**config.mk**
```make
export PLATFORM = sky130hd
export DESIGN_NAME = cdb_arbiter
export DESIGN_NICKNAME = d
export VERILOG_FILES = /design/src/rtl/cdb_arbiter_pkg.sv /design/src/rtl/cdb_src_queue.sv /design/src/rtl/cdb_arbiter.sv
export SDC_FILE = /design/constraint.sdc
export NUM_CORES = 1
export LEC_CHECK = 0
export ABC_AREA = 1
export CAP_MARGIN = 30
export CORE_ASPECT_RATIO = 1.5
export CORE_MARGIN = 1
export CORE_UTILIZATION = 30
export CTS_CLUSTER_SIZE = 10
export DETAILED_ROUTE_END_ITERATION = 7
export PLACE_DENSITY = 0.45
export SYNTH_ARGS = -nofsm -noshare
export SYNTH_HDL_FRONTEND = slang
export SYNTH_SLANG_ARGS = --single-unit
```
**constraint.sdc**
```tcl
create_clock -name clk -period 5.31 [get_ports clk]
set_input_delay 1.062 -clock clk [delete_from_list [all_inputs] [get_ports clk]]
set_output_delay 1.062 -clock clk [all_outputs]
set_load 0.005 [all_outputs]
```
**src/rtl/cdb_arbiter_pkg.sv**
```systemverilog
// Shared types and constants for the common data bus arbiter and its source queues.
package cdb_arbiter_pkg;

    localparam int ROB_IDX_W = 4;
    localparam int WORD_W    = 32;

    typedef logic [ROB_IDX_W-1:0] ROB_IDX_TP;
    typedef logic [WORD_W-1:0]    WORD_TP;

    localparam ROB_IDX_TP ZERO_ROB_IDX = '0;
    localparam WORD_TP    ZERO_WORD    = '0;
    localparam logic      TRUE         = 1'b1;
    localparam logic      FALSE        = 1'b0;

    typedef struct packed {
        ROB_IDX_TP src;
        WORD_TP    val;
    } cdb_entry_t;

    typedef enum logic {
        SRC_ALU = 1'b0,
        SRC_LD  = 1'b1
    } src_e;

endpackage

```
**src/rtl/cdb_src_queue.sv**
```systemverilog
// Per-source completion FIFO with registered almost-full flag and rollback flush.
module cdb_src_queue
    import cdb_arbiter_pkg::*;
#(
    parameter int QUEUE_DEPTH = 4,
    parameter int QUEUE_AW    = 2
) (
    input  logic                 clk,
    input  logic                 rst,
    input  logic                 rdy,
    input  logic                 flush,
    input  logic                 push,
    input  logic [ROB_IDX_W-1:0] push_src,
    input  logic [WORD_W-1:0]    push_val,
    input  logic                 pop,
    output logic [ROB_IDX_W-1:0] head_src,
    output logic [WORD_W-1:0]    head_val,
    output logic                 empty,
    output logic                 full
);

    localparam logic [QUEUE_AW:0] DEPTH_C  = (QUEUE_AW+1)'(QUEUE_DEPTH);
    localparam logic [QUEUE_AW:0] ALMOST_C = (QUEUE_AW+1)'(QUEUE_DEPTH - 1);

    cdb_entry_t             mem_q [QUEUE_DEPTH];
    logic [QUEUE_AW-1:0]    rd_ptr_q, rd_ptr_d;
    logic [QUEUE_AW-1:0]    wr_ptr_q, wr_ptr_d;
    logic [QUEUE_AW:0]      count_q, count_d;
    logic                   full_q;
    logic                   do_push, do_pop;

    always_comb begin
        do_pop   = pop && (count_q != '0);
        do_push  = push && (count_q != DEPTH_C);
        rd_ptr_d = rd_ptr_q + QUEUE_AW'(do_pop);
        wr_ptr_d = wr_ptr_q + QUEUE_AW'(do_push);
        count_d  = count_q + (QUEUE_AW+1)'(do_push) - (QUEUE_AW+1)'(do_pop);
    end

    // Full leaves one spare slot for the result already in flight from the producer.
    always_ff @(posedge clk) begin
        if (rst) begin
            rd_ptr_q <= '0;
            wr_ptr_q <= '0;
            count_q  <= '0;
            full_q   <= FALSE;
        end else if (rdy) begin
            if (flush) begin
                rd_ptr_q <= '0;
                wr_ptr_q <= '0;
                count_q  <= '0;
                full_q   <= FALSE;
            end else begin
                rd_ptr_q <= rd_ptr_d;
                wr_ptr_q <= wr_ptr_d;
                count_q  <= count_d;
                full_q   <= (count_d >= ALMOST_C);
            end
        end
    end

    always_ff @(posedge clk) begin
        if (!rst && rdy && !flush && do_push) begin
            mem_q[wr_ptr_q] <= '{src: push_src, val: push_val};
        end
    end

    assign head_src = mem_q[rd_ptr_q].src;
    assign head_val = mem_q[rd_ptr_q].val;
    assign empty    = (count_q == '0);
    assign full     = full_q;

endmodule

```
**src/rtl/cdb_arbiter.sv**
```systemverilog
// Round-robin CDB arbiter between ALU and load completions with per-source bypass.
// Optional performance counters are built when CDB_PERF_EN is defined.
module cdb_arbiter
    import cdb_arbiter_pkg::*;
#(
    parameter int QUEUE_DEPTH = 4,
    parameter int QUEUE_AW    = 2
) (
    input  logic                 clk,
    input  logic                 rst,
    input  logic                 rdy,
    input  logic                 rb,
    input  logic                 alu_valid,
    input  logic [ROB_IDX_W-1:0] alu_src,
    input  logic [WORD_W-1:0]    alu_val,
    output logic                 alu_full,
    input  logic                 ld_valid,
    input  logic [ROB_IDX_W-1:0] ld_src,
    input  logic [WORD_W-1:0]    ld_val,
    output logic                 ld_full,
    output logic                 cdb_valid,
    output logic [ROB_IDX_W-1:0] cdb_src,
    output logic [WORD_W-1:0]    cdb_val
`ifdef CDB_PERF_EN
    ,
    output logic [31:0]          perf_conflict_cnt,
    output logic [31:0]          perf_full_cnt
`endif
);

    logic                 alu_empty, ld_empty;
    logic [ROB_IDX_W-1:0] alu_head_src, ld_head_src;
    logic [WORD_W-1:0]    alu_head_val, ld_head_val;
    logic                 alu_cand_v, ld_cand_v, conflict, any_cand, grant_ld;
    logic                 alu_push, alu_pop, ld_push, ld_pop;
    logic [ROB_IDX_W-1:0] win_src;
    logic [WORD_W-1:0]    win_val;

    logic                 cdb_valid_q;
    logic [ROB_IDX_W-1:0] cdb_src_q;
    logic [WORD_W-1:0]    cdb_val_q;
    src_e                 last_grant_q;

    // A queued head always beats the same source's bypass so per-source order is FIFO.
    always_comb begin
        alu_cand_v = !alu_empty || alu_valid;
        ld_cand_v  = !ld_empty || ld_valid;
        conflict   = alu_cand_v && ld_cand_v;
        any_cand   = alu_cand_v || ld_cand_v;
        grant_ld   = conflict ? (last_grant_q == SRC_ALU) : ld_cand_v;
        alu_pop    = any_cand && !grant_ld && !alu_empty;
        ld_pop     = grant_ld && !ld_empty;
        alu_push   = alu_valid && !(any_cand && !grant_ld && alu_empty);
        ld_push    = ld_valid && !(grant_ld && ld_empty);
        win_src    = grant_ld ? (ld_empty ? ld_src : ld_head_src)
                              : (alu_empty ? alu_src : alu_head_src);
        win_val    = grant_ld ? (ld_empty ? ld_val : ld_head_val)
                              : (alu_empty ? alu_val : alu_head_val);
    end

    cdb_src_queue #(.QUEUE_DEPTH(QUEUE_DEPTH), .QUEUE_AW(QUEUE_AW)) u_alu_queue (
        .clk(clk), .rst(rst), .rdy(rdy), .flush(rb),
        .push(alu_push), .push_src(alu_src), .push_val(alu_val), .pop(alu_pop),
        .head_src(alu_head_src), .head_val(alu_head_val),
        .empty(alu_empty), .full(alu_full)
    );

    cdb_src_queue #(.QUEUE_DEPTH(QUEUE_DEPTH), .QUEUE_AW(QUEUE_AW)) u_ld_queue (
        .clk(clk), .rst(rst), .rdy(rdy), .flush(rb),
        .push(ld_push), .push_src(ld_src), .push_val(ld_val), .pop(ld_pop),
        .head_src(ld_head_src), .head_val(ld_head_val),
        .empty(ld_empty), .full(ld_full)
    );

    // Reset and rollback park last_grant on LD so the ALU wins the first conflict.
    always_ff @(posedge clk) begin
        if (rst) begin
            cdb_valid_q  <= FALSE;
            cdb_src_q    <= ZERO_ROB_IDX;
            cdb_val_q    <= ZERO_WORD;
            last_grant_q <= SRC_LD;
        end else if (rdy) begin
            if (rb) begin
                cdb_valid_q  <= FALSE;
                last_grant_q <= SRC_LD;
            end else begin
                cdb_valid_q <= any_cand;
                if (any_cand) begin
                    cdb_src_q    <= win_src;
                    cdb_val_q    <= win_val;
                    last_grant_q <= grant_ld ? SRC_LD : SRC_ALU;
                end
            end
        end
    end

    assign cdb_valid = cdb_valid_q;
    assign cdb_src   = cdb_src_q;
    assign cdb_val   = cdb_val_q;

`ifdef CDB_PERF_EN
    logic [31:0] conflict_cnt_q, full_cnt_q;

    // Counters survive rollback; only reset clears them.
    always_ff @(posedge clk) begin
        if (rst) begin
            conflict_cnt_q <= '0;
            full_cnt_q     <= '0;
        end else if (rdy) begin
            if (!rb && conflict) begin
                conflict_cnt_q <= conflict_cnt_q + 32'd1;
            end
            if (alu_full || ld_full) begin
                full_cnt_q <= full_cnt_q + 32'd1;
            end
        end
    end

    assign perf_conflict_cnt = conflict_cnt_q;
    assign perf_full_cnt     = full_cnt_q;
`endif

endmodule
```
[Word-level counts from Yosys, hierarchy flattened]
Memory sizes are Yosys's and may differ from the RTL's. A register that Yosys moved wholly into a read port is not among the register bits.
Cells that the tools add are included.
Word-level totals
  register bits after elaboration: 54
  RAM bits: 288
  bits of input ports: 78
  output and inout port bits: 39
  word-level logic and storage cells: 88
  memories: 2
Cells by class
  add/sub/neg operators: 8
  magnitude comparators: 2
  eq/ne operators: 2
  mux-type cells: 27
  bitwise operators: 2
  reduce and logical (&&, ||, !) cells: 33
Memory list
  u_alu_queue.mem_q: words 4, width 36, rd ports 1, clocked after Yosys merged registers in 1, wr ports 1, RTL line cdb_src_queue.sv:25  | cdb_entry_t mem_q [QUEUE_DEPTH];
  u_ld_queue.mem_q: words 4, width 36, rd ports 1, clocked after Yosys merged registers in 1, wr ports 1, RTL line cdb_src_queue.sv:25
Operators with widths (number)
  2-to-1 mux 32 bit: 3
  logical AND 1 bit: 16
  2-to-1 mux 2 bit: 8
  2-to-1 mux 4 bit: 3
  2-to-1 mux 1 bit: 11
  adder 2 x 1 -> 2 bit: 4
  zero test 1 bit: 7
  adder 3 x 1 -> 3 bit: 2
  >= comparator 3 x 2 -> 1 bit, second input constant: 2
  zero test 3 bit: 2
  2-to-1 mux 3 bit: 2
  inequality test 3 bit, second input constant: 2
  nonzero test 3 bit: 2
  subtractor 3 x 1 -> 3 bit: 2
  logical OR 1 bit: 3
  AND reduction 3 bit: 1
  NOT 1 bit: 2
  AND reduction 2 bit: 1
  nonzero test 2 bit: 1

[Depth between registers and ports, before layout]
Gate-level depths: netlist of the first run.
  depth after elaboration: 15
  mapped depth: 15

[By module]
A second synthesis of the first run with hierarchy kept.
Second synthesis, totals
  cell total of the unflattened synthesis: 1437
  area, all modules: 14787.9 um^2
By module, submodules not included
  cdb_src_queue at u_ld_queue: instances 1, cells each 419, area each 5873.1 um^2, seq. area each 4524.3 um^2
  cdb_src_queue at u_alu_queue: instances 1, cells each 415, area each 5870.6 um^2, seq. area each 4524.3 um^2
  cdb_arbiter: instances 1, cells each 603, area each 3044.2 um^2, seq. area each 760.7 um^2

[Least setup slack after synthesis of the first run]
OpenSTA, ideal clock, no wires.
  kind: input to register
  from: in rdy
  to: mem u_ld_queue.mem_q[0][0] (netlist name), enable pin
  library setup time: 0.474 ns
  data arrival time: 4.317 ns
  data required time: 4.836 ns
  setup slack: 0.519 ns
  cell stages on the path: 7
  cells stage by stage: buf_2 -> inv_2 -> nor2_4 -> inv_1 -> nor2_4 -> nand3_1 -> nor3_1
On the way
  longest elaborated chain between the ends: 5
RTL lines
  from (decl): RTL line cdb_arbiter.sv:11  | input logic rdy,
  logical AND 1 bit (3 in a row): RTL line cdb_src_queue.sv:63  | if (!rst && rdy && !flush && do_push) begin
  2-to-1 mux 1 bit: RTL line cdb_src_queue.sv:63
  2-to-1 mux 1 bit (implied by the code): RTL line cdb_src_queue.sv:64  | mem_q[wr_ptr_q] <= '{src: push_src, val: push_val};
  to (decl): RTL line cdb_src_queue.sv:25
No other way between the ends.

[Worst setup path after layout of the first run]
  from: in rdy
  to: mem u_alu_queue.mem_q[0][12] (netlist name), enable pin
On the way
  longest elaborated chain between the ends: 5
RTL lines (RTL line)
  logical AND 1 bit (3 in a row): cdb_src_queue.sv:63
  2-to-1 mux 1 bit: cdb_src_queue.sv:63
  2-to-1 mux 1 bit (implied by the code): cdb_src_queue.sv:64
  to (decl): cdb_src_queue.sv:25
No other way between the ends.

==> impl_metrics.json, run 1 <==
{
  "finalInstanceArea_sq_um": 17700,
  "initial_core_util": 0.304,
  "yosysTopAreaCell": "edfxtp_1",
  "drt_iter0_drc": 502,
  "avgSynthCellArea_sq_um": 10.1,
  "endpoint": "u_alu_queue.mem_q[0][12]$_DFFE_PP_",
  "synth.distinct_cells": 32,
  "critPathKind": "primary input to register",
  "critPathArrivalTime_ns": 3.76,
  "placed_area_sq_um": 16600,
  "whs_path_depth": 1,
  "intPower_uw": 4610,
  "r2r-end": "u_alu_queue.mem_q[0][12]$_DFFE_PP_",
  "clkTransAtPathRegs_ns": 0.06,
  "die_w_um": 183,
  "synthCells": 1455,
  "clkPwrFrac": 0.414,
  "drv_cap": 0,
  "post_cts_buffers": 0,
  "port_buffers": 116,
  "end_kind": "register",
  "cts_resized": 0,
  "vdd_drop_max_mv": 0.197,
  "fillers": 4888,
  "seqPwrFrac": 0.501,
  "grt_setup_unrepaired": "false",
  "drive_gt1_frac": 0.0586,
  "slew_violations": 0,
  "yosys_register_bits": 346,
  "cts_htree_levels": 2,
  "syn_nets": 1541,
  "drc": 0,
  "muxShareOfSynthArea": 0,
  "outcome": "complete, no violations",
  "max_freq_ghz": 0.279,
  "syn2layout_area_growth_pct": 20.0,
  "slew_headroom": 0.379,
  "ios": 117,
  "finalWirelength_mm": 39.3,
  "grt_max_degree": 74,
  "synth_area_leaders": "edfxtp_1, nand2_1, nand3_1, dfxtp_1, inv_1",
  "synth_top_family_by_area": "simple AND/OR/NAND/NOR gates",
  "setup_violations": 0,
  "async_flop_share": 0,
  "detail_route.first_pass.iterations": 5,
  "min_period_ns": 3.58,
  "nNetsFinal": 1642,
  "grt_pass1_vias": 9798,
  "worstPathMaxFanout": 26,
  "dieArea_sq_um": 50100,
  "gp_congestion": 0.816,
  "power_switching_uw": 1390,
  "core_sq_um": 48600,
  "holdCritPathClass": "register to register",
  "antenna_found_initial": 0,
  "yosys.area_share.simple": 0.248,
  "grt_pass1_wl_mm": 59.1,
  "grt_overflow": 0,
  "dpl.hpwl_mm": 24.6,
  "wl_per_cell_um": 17.5,
  "synth_most_common_cell": "nand2_1",
  "rrSetupSlack_ns": 2.31,
  "diodes": 0,
  "num_vias": 10120,
  "tightest_slew_ns": 0.928,
  "synth_edf_count": 288,
  "worst_r2r_path_depth": 10,
  "seq_area_frac_synth": 0.665,
  "synthesis.area_sq_um": 14800,
  "power_density_nw_per_um2": 339,
  "yosys.area_share.xor_xnor": 0.00297,
  "timing_hold_violations_final": 0,
  "root_buffer": "clkbuf_16",
  "cts_buffers": 40,
  "synth_fa_ha_area_frac": 0.00780,
  "leakage_uw": 0.00664,
  "p_sw_frac": 0.231,
  "power_frac_comb": 0.084,
  "synth_common_cells": "nand2_1, edfxtp_1, nand3_1",
  "r2r_start": "u_alu_queue.count_q[1]$_SDFFE_PP0P_",
  "cts_tree": "done",
  "cp-startpoint": "rdy",
  "hold_buffers": 0,
  "insertion_delay_ns": 0.53,
  "period_share": 0.675,
  "critPathLaunchType": "primary input",
  "clock_sinks": 346,
  "num_rows": 99,
  "die_h_um": 274,
  "synth_compound_gate_area_share": 0.0225,
  "required_ns": 5.49,
  "yosys.area.top_type_share": 0.586,
  "ys_warn_count": 0,
  "clock_skew_ns": 0.0124,
  "final_antenna_net_count": 0,
  "groute.usage.overall": 0.156,
  "clockBufferDepth": 3,
  "fin_setup_tns_ns": 0,
  "synth_flop_cell": "edfxtp_1",
  "vias_per_cell": 4.51
}
==> logic make-up after synthesis <==
| family | Yosys count |
|---|---|
| and+or+nand+nor | 852 |
| xor gates and xnor gates | 5 |
| AOI/OAI and AO/OA | 59 |
| DFF | 346 |
| adders and majority gates | 8 |
| buffers and inverters | 185 |
==> state kept, by name (all words and copies together) (netlist names), 2 cells and up, named ones only <==
name / count
u_alu_queue.mem_q: 144
u_alu_queue.rd_ptr_q: 2
u_ld_queue.mem_q: 144
u_ld_queue.wr_ptr_q: 2
u_alu_queue.wr_ptr_q: 2
cdb_src: 4
u_ld_queue.rd_ptr_q: 2
u_alu_queue.count_q: 3
cdb_val: 32
u_ld_queue.count_q: 3
==> worst min path at each step <==
stage                                  startpoint                            endpoint
2_1_floorplan              cdb_valid$_SDFFE_PP0P_              cdb_valid$_SDFFE_PP0P_
3_3_place_gp               cdb_valid$_SDFFE_PP0P_              cdb_valid$_SDFFE_PP0P_
3_5_place_dp               cdb_valid$_SDFFE_PP0P_              cdb_valid$_SDFFE_PP0P_
4_1_cts        u_ld_queue.count_q[2]$_SDFFE_PP0P_  u_ld_queue.count_q[2]$_SDFFE_PP0P_
5_1_grt                    cdb_valid$_SDFFE_PP0P_              cdb_valid$_SDFFE_PP0P_
6_report       u_ld_queue.count_q[0]$_SDFFE_PP0P_  u_ld_queue.count_q[0]$_SDFFE_PP0P_
==> layer usage <==
metal | track usage | vias to the layer above | part of all wire | routed length [um]
met5 | 0 | - | 0 | 0
met1 | 0.193 | 4781 | 0.43 | 16900
met4 | 0.0577 | 0 | 0.030 | 1180
met2 | 0.274 | 198 | 0.50 | 19800
li1 | - | 5078 | - | -
met3 | 0.0234 | 63 | 0.037 | 1460
==> cells in the final DEF, fill, tap and decap left out, drive strengths merged, types with 6 or more instances in the layout <==
| cell | instances |
|---|---|
| a21oi | 48 |
| buf | 23 |
| clkbuf | 71 |
| clkdlybuf4s50 | 115 |
| dfxtp | 58 |
| edfxtp | 288 |
| ha | 6 |
| inv | 105 |
| nand2 | 538 |
| nand3 | 264 |
| nor2 | 12 |
| or2 | 31 |
==> power by group through the flow <==
stage	clock network [uW]	logic, uW	registers [uW]
2_1_floorplan	0	271	3050
3_3_place_gp	0	511	3070
6_report	2480	507	3010
5_1_grt	2650	564	3010
4_1_cts	2570	515	3010
3_5_place_dp	0	513	3070
==> area by class of cell <==
type	count	area [sq um]	share of cell area
Clock buffer	71	1140	0.0643
Clock inverter	1	5.00	0.000283
Inverter	106	400	0.0226
Multi-Input combinational cell	924	4200	0.237
Sequential cell	346	9810	0.554
Tap cell	656	821	0.0464
Timing Repair Buffer	138	1320	0.0746
==> metrics by stage <==
step | power, uW | cells | hold WS (ns) | util | setup slack, ns
final | 6000 | 2242 | 0.503 | 0.365 | 1.73
after global routing | 6220 | 2242 | 0.529 | 0.365 | 1.47
after CTS | 6090 | 2242 | 0.502 | 0.365 | 1.69
after detailed placement | 3580 | 2170 | 0.481 | 0.341 | 1.11
after global placement | 3580 | 2170 | 0.490 | 0.341 | 1.22
after floorplan | 3320 | 1455 | 0.462 | - | 0.519
==> critical path: stages <==
cell and delay, ns:
clkdlybuf4s50_1 0.69, inv_2 0.22, nor2_4 0.24, inv_1 0.10, nor2_4 0.22, nand3_1 0.35
nor2_4 0.41, buf_4 0.44
(Power assumes the default switching activity.)
==> inputs of run 2 (changes only) <==
- clock period: 5.31 -> 3.7 ns (I/O delays scaled with it)
==> run 2 against run 1 <==
Global-route usage grew 0.22 points; total power increased by 44%; cell count rose by 0.45%; sequential power increased by 43%; count of clock-buffer cells in the layout unchanged; worst hold slack got worse by 0.037 ns; design area rose by 1.0%; clock skew up 0.010 ns; setup slack worse by 0.70 ns.
==> impl_metrics.json, run 2 (synthesis gave the netlist of run 1 again) <==
{
  "critPathLaunchType": "primary input",
  "cts_tree": "done",
  "postLayoutSetupSlackWorst_ns": 1.03,
  "dpl.hpwl_mm": 24.4,
  "die_w_um": 183,
  "slew_violations": 0,
  "place_ws_ns": 0.489,
  "max_freq_ghz": 0.374,
  "die_h_um": 274,
  "p_sw_frac": 0.232,
  "clkTransAtPathRegs_ns": 0.05,
  "holdCritPathClass": "register to register",
  "rrSetupSlack_ns": 1.12,
  "hold_buffers": 0,
  "final_cell_mix": "nand2_1, edfxtp_1, nand3_1",
  "insertion_delay_ns": 0.54,
  "root_buffer": "clkbuf_16",
  "grt_max_degree": 73,
  "multi_input_area_sq_um": 4200,
  "worstPathMaxFanout": 2,
  "drv_cap": 0,
  "nNetsFinal": 1650,
  "diodes": 0,
  "timing_hold_violations_final": 0,
  "grt_pass1_vias": 9898,
  "instances_no_fill": 2252,
  "power_switching_uw": 2000,
  "clockBufferDepth": 3,
  "dieArea_sq_um": 50100,
  "power_density_nw_per_um2": 483,
  "initial_core_util": 0.304,
  "syn2layout_area_growth_pct": 21.2,
  "regArea_sq_um": 9810,
  "drt_iter0_drc": 589,
  "cts_htree_levels": 2,
  "power_frac_comb": 0.086,
  "min_period_ns": 2.67,
  "detail_route.first_pass.iterations": 5,
  "core_sq_um": 48600,
  "seqPwrFrac": 0.499,
  "slew_headroom": 0.388,
  "wl_per_cell_um": 17.6,
  "end_kind": "register",
  "groute.usage.overall": 0.158,
  "gp_congestion": 0.777,
  "period_share": 0.722,
  "hold_slack_ns": 0.466,
  "fillers": 4921,
  "vdd_drop_max_mv": 0.265,
  "cts_resized": 0,
  "num_vias": 10203,
  "grt_overflow": 0,
  "cts_buffers": 40,
  "drc": 0,
  "clock_skew_ns": 0.0228,
  "utilization": 0.368,
  "tightest_slew_ns": 0.915,
  "dp_cells": 2178,
  "setup_violations": 0,
  "ios": 117,
  "critPathKind": "primary input to register",
  "mostFrequentLayoutCell": "nand2_1",
  "outcome": "complete, no violations",
  "clock_sinks": 346,
  "required_ns": 4.15,
  "power_uw": 8640,
  "post_cts_buffers": 0,
  "drive_gt1_frac": 0.0639,
  "critPathArrivalTime_ns": 3.12,
  "final_antenna_net_count": 0,
  "antenna_found_initial": 0,
  "port_buffers": 116,
  "intPower_uw": 6640,
  "num_rows": 99,
  "leakage_uw": 0.00671,
  "grt_setup_unrepaired": "false",
  "grt_pass1_wl_mm": 60.1,
  "vias_per_cell": 4.53,
  "finalWirelength_mm": 39.6,
  "clkPwrFrac": 0.415
}
-- run 2: power groups by stage --
stage	sequential (uW)	combinational, uW	clock (uW)
2_1_floorplan	4380	389	0
3_3_place_gp	4390	750	0
3_5_place_dp	4390	755	0
4_1_cts	4310	759	3700
5_1_grt	4310	829	3850
6_report	4310	747	3580
-- run 2: critical path, stage by stage --
cell and delay (ns):
clkdlybuf4s50_1 0.46, inv_1 0.11, nand3_2 0.09, nand2_1 0.11
inv_1 0.06, nor2_1 0.13, ha_1 0.25, inv_1 0.05
ha_1 0.13, inv_1 0.05, fa_1 0.40, xnor2_1 0.18
xor2_1 0.16, nand2_1 0.08, a21oi_1 0.12
-- run 2: path summary, 6_finish.rpt --
check / start / to / cells past startpoint
min: cdb_valid$_SDFFE_PP0P_ / cdb_valid$_SDFFE_PP0P_ / 2
max reg2reg: u_alu_queue.count_q[0]$_SDFFE_PP0P_ / u_ld_queue.full$_SDFFE_PP0P_ / 14
min reg2reg: cdb_valid$_SDFFE_PP0P_ / cdb_valid$_SDFFE_PP0P_ / 2
max: alu_valid / u_ld_queue.full$_SDFFE_PP0P_ / 15
-- run 2: routing by layer --
| metal | routed length, um | up-vias | part of all wire | track usage |
|---|---|---|---|---|
| met4 | 1010 | 0 | 0.025 | 0.0513 |
| met3 | 1270 | 46 | 0.032 | 0.0193 |
| li1 | - | 5091 | - | - |
| met5 | 0 | - | 0 | 0 |
| met2 | 20100 | 175 | 0.51 | 0.281 |
| met1 | 17200 | 4891 | 0.44 | 0.199 |
-- run 2: final cells by class --
class,instances,share of cell area
inverters,106,0.0224
clock inverters,3,0.00126
flip-flops and latches,346,0.549
multi-input cells,924,0.235
clock buffers,71,0.0637
repair buffers,146,0.0829
well taps,656,0.0459
-- run 2: stage by stage --
step	area [sq um]	TNS, ns
3_5_place_dp	16700	0
6_report	17900	0
4_1_cts	17900	0
2_1_floorplan	14800	-110.80
3_3_place_gp	16700	0
5_1_grt	17900	0
